===== config.mk =====
export PLATFORM = sky130hd
export DESIGN_NAME = oled_frame_tx_flat
export DESIGN_NICKNAME = d
export VERILOG_FILES = /design/src/rtl/oled_frame_tx_if.sv /design/src/rtl/oled_frame_tx.sv /design/src/flat_wrapper.sv
export SDC_FILE = /design/constraint.sdc
export NUM_CORES = 1
export LEC_CHECK = 0
export BUFFER_PORTS_ARGS = -buffer_cell sky130_fd_sc_hd__buf_2
export CORE_ASPECT_RATIO = 1.75
export CORE_MARGIN = 1
export CORE_UTILIZATION = 57
export CTS_CLUSTER_DIAMETER = 80
export DETAILED_ROUTE_END_ITERATION = 16
export PLACE_DENSITY = 0.77
export SYNTH_ARGS = -nofsm -noshare
export SYNTH_HDL_FRONTEND = slang
export SYNTH_SLANG_ARGS = --single-unit

===== constraint.sdc =====
create_clock -name CLOCK -period 2.7 [get_ports CLOCK]
set_clock_uncertainty 0.1 [all_clocks]
set_input_delay 0.81 -clock CLOCK [delete_from_list [all_inputs] [get_ports CLOCK]]
set_output_delay 0.81 -clock CLOCK [all_outputs]
set_load 0.1 [all_outputs]

===== src/rtl/oled_frame_tx_if.sv =====
// Pixel-plotter and OLED panel pins of the frame transmitter.
// The master side is the transmitter; the slave side is the plotter and panel.
interface oled_frame_tx_if;
    logic [15:0] pixel_data;
    logic [12:0] pixel_index;
    logic        frame_begin;
    logic        sending_pixels;
    logic        cs;
    logic        sclk;
    logic        sdin;
    logic        d_cn;
    logic        resn;
    logic        vccen;
    logic        pmoden;

    modport master (
        input  pixel_data,
        output pixel_index, frame_begin, sending_pixels,
        output cs, sclk, sdin, d_cn, resn, vccen, pmoden
    );

    modport slave (
        output pixel_data,
        input  pixel_index, frame_begin, sending_pixels,
        input  cs, sclk, sdin, d_cn, resn, vccen, pmoden
    );
endinterface


===== src/rtl/oled_frame_tx.sv =====
// SPI transmitter for a 96x64 RGB565 OLED: power-up, fixed init commands, then
// continuous MSB-first pixel streaming fed by a combinational plotter.
module oled_frame_tx #(
    parameter int unsigned CLK_DIV    = 2,
    parameter int unsigned RST_CYCLES = 1000,
    parameter int unsigned WIDTH      = 96,
    parameter int unsigned HEIGHT     = 64
) (
    input  logic            CLOCK,
    input  logic            RESET,
    oled_frame_tx_if.master oled
);
    localparam int unsigned DIV_W    = $clog2(CLK_DIV);
    localparam int unsigned RST_W    = $clog2(RST_CYCLES + 1);
    localparam int unsigned PIX_LAST = WIDTH * HEIGHT - 1;

    typedef enum logic [1:0] {StRstLow, StRstWait, StInit, StStream} state_e;

    state_e           r_state, w_state_d;
    logic [RST_W-1:0] r_rst_cnt;
    logic [DIV_W-1:0] r_div;
    logic [3:0]       r_bit;
    logic [1:0]       r_cmd_idx;
    logic [15:0]      r_shift;
    logic [12:0]      r_pix_idx;
    logic             r_sclk;
    logic             r_pmoden;
    logic             r_frame_begin;
    logic             w_active;
    logic             w_bit_end;
    logic             w_unit_end;
    logic             w_enter_init;
    logic [7:0]       w_cmd_next;

    always_comb begin
        w_active   = (r_state == StInit) || (r_state == StStream);
        w_bit_end  = w_active && r_sclk && (r_div == DIV_W'(CLK_DIV - 1));
        w_unit_end = w_bit_end && (r_bit == ((r_state == StInit) ? 4'd7 : 4'd15));
        unique case (r_cmd_idx)
            2'd0:    w_cmd_next = 8'hA0;
            2'd1:    w_cmd_next = 8'h72;
            default: w_cmd_next = 8'hAF;
        endcase
    end

    // RST_LOW also spans the reset-held period, so it waits one extra count
    // to give RST_CYCLES clocks with pmoden high after release.
    always_comb begin
        w_state_d = r_state;
        unique case (r_state)
            StRstLow:  if (r_rst_cnt == RST_W'(RST_CYCLES)) w_state_d = StRstWait;
            StRstWait: if (r_rst_cnt == RST_W'(RST_CYCLES - 1)) w_state_d = StInit;
            StInit:    if (w_unit_end && (r_cmd_idx == 2'd3)) w_state_d = StStream;
            default:   w_state_d = StStream;
        endcase
        w_enter_init = (r_state == StRstWait) && (w_state_d == StInit);
    end

    always_ff @(posedge CLOCK or posedge RESET) begin
        if (RESET) r_state <= StRstLow;
        else       r_state <= w_state_d;
    end

    always_ff @(posedge CLOCK or posedge RESET) begin
        if (RESET) begin
            r_rst_cnt     <= '0;
            r_div         <= '0;
            r_bit         <= '0;
            r_cmd_idx     <= '0;
            r_shift       <= '0;
            r_pix_idx     <= '0;
            r_sclk        <= 1'b1;
            r_pmoden      <= 1'b0;
            r_frame_begin <= 1'b0;
        end else begin
            r_pmoden      <= 1'b1;
            r_frame_begin <= 1'b0;
            if (r_state != w_state_d) r_rst_cnt <= '0;
            else if (!w_active)       r_rst_cnt <= r_rst_cnt + 1'b1;

            if (w_enter_init) begin
                r_sclk    <= 1'b0;
                r_div     <= '0;
                r_bit     <= '0;
                r_cmd_idx <= '0;
                r_shift   <= {8'hAE, 8'h00};
            end else if (w_active) begin
                if (r_div != DIV_W'(CLK_DIV - 1)) begin
                    r_div <= r_div + 1'b1;
                end else begin
                    r_div <= '0;
                    if (!r_sclk) begin
                        r_sclk <= 1'b1;
                    end else begin
                        // End of a bit period: sclk falls and the next bit starts.
                        r_sclk <= 1'b0;
                        if (w_unit_end) begin
                            r_bit <= '0;
                            if ((r_state == StInit) && (r_cmd_idx != 2'd3)) begin
                                r_cmd_idx <= r_cmd_idx + 1'b1;
                                r_shift   <= {w_cmd_next, 8'h00};
                            end else begin
                                r_shift       <= oled.pixel_data;
                                r_frame_begin <= (r_state == StInit);
                            end
                        end else begin
                            r_bit   <= r_bit + 1'b1;
                            r_shift <= {r_shift[14:0], 1'b0};
                            // Advance as the last pixel bit starts to give the plotter settle time.
                            if ((r_state == StStream) && (r_bit == 4'd14)) begin
                                if (r_pix_idx == 13'(PIX_LAST)) begin
                                    r_pix_idx     <= '0;
                                    r_frame_begin <= 1'b1;
                                end else begin
                                    r_pix_idx <= r_pix_idx + 1'b1;
                                end
                            end
                        end
                    end
                end
            end
        end
    end

    assign oled.cs             = !w_active;
    assign oled.sclk           = r_sclk;
    assign oled.sdin           = r_shift[15];
    assign oled.d_cn           = (r_state == StStream);
    assign oled.resn           = (r_state != StRstLow);
    assign oled.vccen          = w_active;
    assign oled.pmoden         = r_pmoden;
    assign oled.pixel_index    = r_pix_idx;
    assign oled.frame_begin    = r_frame_begin;
    assign oled.sending_pixels = (r_state == StStream);
endmodule


===== src/flat_wrapper.sv =====
// flat-port wrapper written by rule: the top's interface ports become plain ports
module oled_frame_tx_flat 
#(
    parameter int unsigned CLK_DIV    = 2,
    parameter int unsigned RST_CYCLES = 1000,
    parameter int unsigned WIDTH      = 96,
    parameter int unsigned HEIGHT     = 64
)
  (CLOCK, RESET, oled_pixel_data, oled_pixel_index, oled_frame_begin, oled_sending_pixels, oled_cs, oled_sclk, oled_sdin, oled_d_cn, oled_resn, oled_vccen, oled_pmoden);
  oled_frame_tx_if oled_i ();
  input  logic CLOCK;
  input  logic RESET;
  input wire logic [$bits(oled_i.pixel_data)-1:0] oled_pixel_data;
  output wire logic [$bits(oled_i.pixel_index)-1:0] oled_pixel_index;
  output wire logic [$bits(oled_i.frame_begin)-1:0] oled_frame_begin;
  output wire logic [$bits(oled_i.sending_pixels)-1:0] oled_sending_pixels;
  output wire logic [$bits(oled_i.cs)-1:0] oled_cs;
  output wire logic [$bits(oled_i.sclk)-1:0] oled_sclk;
  output wire logic [$bits(oled_i.sdin)-1:0] oled_sdin;
  output wire logic [$bits(oled_i.d_cn)-1:0] oled_d_cn;
  output wire logic [$bits(oled_i.resn)-1:0] oled_resn;
  output wire logic [$bits(oled_i.vccen)-1:0] oled_vccen;
  output wire logic [$bits(oled_i.pmoden)-1:0] oled_pmoden;
  assign oled_i.pixel_data = oled_pixel_data;
  assign oled_pixel_index = oled_i.pixel_index;
  assign oled_frame_begin = oled_i.frame_begin;
  assign oled_sending_pixels = oled_i.sending_pixels;
  assign oled_cs = oled_i.cs;
  assign oled_sclk = oled_i.sclk;
  assign oled_sdin = oled_i.sdin;
  assign oled_d_cn = oled_i.d_cn;
  assign oled_resn = oled_i.resn;
  assign oled_vccen = oled_i.vccen;
  assign oled_pmoden = oled_i.pmoden;
  oled_frame_tx #(.CLK_DIV(CLK_DIV), .RST_CYCLES(RST_CYCLES), .WIDTH(WIDTH), .HEIGHT(HEIGHT)) u_core (.CLOCK(CLOCK), .RESET(RESET), .oled(oled_i));
endmodule

==> impl_results.md <==
* Fin cells at 381
* Min cycle time layout at 2.59 ns
* Class of the worst hold path: reg2reg
* Final WS setup at 0.112 ns
* Worst Path Max Fanout at 12
* Clk sinks at 51
* Core area at 4750 um^2
* Tcrit/Tclk final at 95.8%
* Async S/R FF share, synth at 100%
* Register bit count reported by yosys at 51
* PD cells at 408 nW/um^2
* Layer with the highest usage: met2
* Worst path buffer plus inverter count at 2
* Seq/Total Area, Yosys at 44.5%
* Die Height at 95.9 um
* Final WL at 5590 um
* Cell row count at 33
* Dpl cells at 373
* Initial antenna violation count at 0
* Dpl hpwl at 3880 um
* Port bufs at 39
* Cell family with the largest share of critical-path delay: buffers and inverters
* Max-cap violations at 0
* Post-synth EDFFs at 0
* Number of global-route vias before repair at 2230
* Syn-to-layout area delta at 10.8%
* 1st-iter DRT viols at 50
* Grt met1 use at 28.3%
* Total track usage at 23.9%
* Skew-Pair Late Insertion Delay at 0.31 ns
* Remaining Overflow, GRT at 0
* Final hold vios at 0
* Worst relative slew slack at 52.6%
* Synth unique cells at 49
* CTS tree: done
* Initial Utilization at 60.4%
* Num CTS Buffers at 5
* Syn Inst Count at 293
* Die ar. at 5330 um^2
* Sequential share of power at 59.0%
* DR WL/cell at 14.7 um
* Diodes inserted at 0
* Leakage at 1.40 nW
* Yosys warns at 0
* DR pass1 iterations at 4
* Crit-path max cell delay at 0.58 ns
* Final Util at 66.9%
* Maximum vdd drop at 343 uV
* Postcts setup bufs at 0
* Sw Pwr at 0.282 mW
* # setup viols final at 0
* Via count at 2224
* Worst Path Required at 1.79 ns
* Depth of the CTS H-tree at 2
* Largest net degree at the start of global routing at 52
* Crit path max-delay cell type: dfrtp_1
* Power, Total at 1.30 mW
* CTS Buffer Depth at 2
* RSZ-0062 raised after global routing: yes
* Synth Cell Area at 2870 um^2
* Post-synthesis net count at 321
* Critical Path, Cell by Cell: clkinvlp_4 -> nor2_4 -> buf_2
* Clock share of power at 37.6%
* Slew @ Worst Pin at 0.711 ns
* Crit path launch type: flop
* Final GP Congestion at 0.796
* CP endpoint kind: primary output
* Count of final max-slew check failures at 0
* Switch share at 21.7%
* Vias per cell at 5.84
* Top FF cell, synth: dfrtp_1
* Global-route wire length before repair at 10000 um
* Synthesized area per cell at 9.79 um^2
* Share of cells above drive strength 1 at 21.0%
* GR met3 Demand/Resource at 3.63%
* CTS Root Cell: clkbuf_8
* Kind of critical path: reg2out
* Die outline width at 55.6 um
* Status: finished, final reports clean
* Clock transition at path regs at 0.09 ns
* Fill cell total of the finished layout at 382
* Combinational power share at 3.4%
* # IOs at 40
* Final nets at 356
* GR Layer Usage met2 at 42.1%
* Final ANT Viol Nets at 0
* DRC violations left at 0
* CP Data Arrival Time at 1.68 ns
* Post-place setup slack at 0.451 ns
* Max Freq at 386 MHz
* Internal Power at 1.01 mW
final cells by class:
cell class	count	area, um^2	share of cell area [%]
multi-input combinational	209	1430	45.0
sequential	51	1280	40.2
timing repair buffer	44	235	7.40
clock buffer	7	96.3	3.03
inverter	17	67.6	2.13
tap	52	65.1	2.05
clock inverter	1	7.51	0.236
what timing repair did:
action / in CTS / in global routing
gates resized for setup: 0 / 1
setup endpoints to repair: 0 / 3
hold buffers: 0 / 0
metrics by stage:
stage,cell area [um^2],hold slack (ns),TNS (ns)
2_1_floorplan,2900,0.364,-0.131
3_3_place_gp,3070,0.385,0
3_5_place_dp,3070,0.391,0
4_1_cts,3180,0.413,0
5_1_grt,3180,0.435,-0.0415
6_report,3180,0.410,0
synthesized netlist by cell type, types with 2 or more instances:
cell type / instances / area [um^2]
o21ai_1: 4 / 20.0
mux2i_1: 15 / 150
inv_1: 17 / 63.8
o22ai_1: 2 / 12.5
xnor2_1: 9 / 78.8
xor2_1: 8 / 70.1
a2bb2oi_1: 2 / 17.5
nand2_1: 25 / 93.8
nor3_1: 12 / 60.1
nand4b_1: 2 / 17.5
nand2b_1: 2 / 12.5
buf_2: 7 / 35.0
dfrtp_1: 50 / 1250
nand3b_1: 2 / 15.0
ha_1: 10 / 125
nor2b_1: 10 / 62.6
and3b_1: 3 / 26.3
a21oi_1: 13 / 65.1
nand3_1: 9 / 45.0
or2_2: 2 / 12.5
and4_1: 4 / 35.0
nand4_1: 7 / 43.8
and3_1: 3 / 18.8
clkbuf_1: 3 / 11.3
o21ai_0: 13 / 65.1
mux2_2: 7 / 78.8
buf_4: 3 / 22.5
nor2_1: 19 / 71.3
or3_1: 3 / 18.8
a211oi_1: 8 / 60.1
placed cells by master (no fill, tap or decap), types with 3 or more instances in the layout:
cell type	n
and3b_1	3
nand4_1	7
ha_1	10
clkbuf_8	7
buf_2	38
a211oi_1	8
o21ai_1	4
buf_4	5
nand3_1	9
nand2_1	24
and4_1	4
mux2i_1	15
and3_1	3
nor2_1	18
o21ai_0	13
nor2b_1	10
nor3_1	12
mux2_2	7
or3_1	3
a21oi_1	13
inv_1	15
xor2_1	8
dfrtp_1	50
xnor2_1	9
sequential cells by signal (all words and copies together) (netlist names):
| signal | count |
|---|---|
| u_core.oled.frame_begin | 1 |
| u_core.oled.pixel_index | 13 |
| u_core.oled.pmoden | 1 |
| u_core.oled.sclk | 1 |
| u_core.r_bit | 4 |
| u_core.r_cmd_idx | 2 |
| u_core.r_div | 1 |
| u_core.r_rst_cnt | 10 |
| u_core.r_shift | 16 |
| u_core.r_state | 2 |
metal layers:
layer | part of all wire [%] | up-vias
met2 | 51 | 48
met3 | 3.6 | 12
met4 | 2.5 | 0
met1 | 43 | 1073
met5 | 0 | -
li1 | - | 1091
power groups by stage:
stage	Clock (mW)	Combinational [mW]	Sequential [mW]
floorplan	0	0.0206	0.785
CTS	0.501	0.0461	0.764
finish	0.488	0.0444	0.764
detailed placement	0	0.0458	0.779
global placement	0	0.0454	0.779
global route	0.531	0.0508	0.764
path summary, 6_finish.rpt:
check                                                  from                           to  slack (ns)  cells past startpoint
worst max-delay path                      u_core.r_state[1]                    oled_d_cn        0.11                      3
worst min-delay path            u_core.oled.pixel_index[10]  u_core.oled.pixel_index[10]        0.41                      1
worst max register to register          u_core.r_cmd_idx[0]            u_core.r_shift[8]        0.63                      5
worst min register to register  u_core.oled.pixel_index[10]  u_core.oled.pixel_index[10]        0.41                      1
max in group asynchronous                             RESET          u_core.r_rst_cnt[0]        1.50                      3
min in group asynchronous                             RESET   u_core.oled.pixel_index[4]        0.56                      3
logic make-up after synthesis:
family	Yosys count	synth area share (%)
flops	51	44.5
compound gates	47	10.1
simple gates	112	21.7
mux	22	7.98
other cells	1	0.131
buf+inv	33	6.02
xor+xnor	17	5.19
fa+ha+maj	10	4.36
No activity file was read; power rests on OpenSTA's default activity.
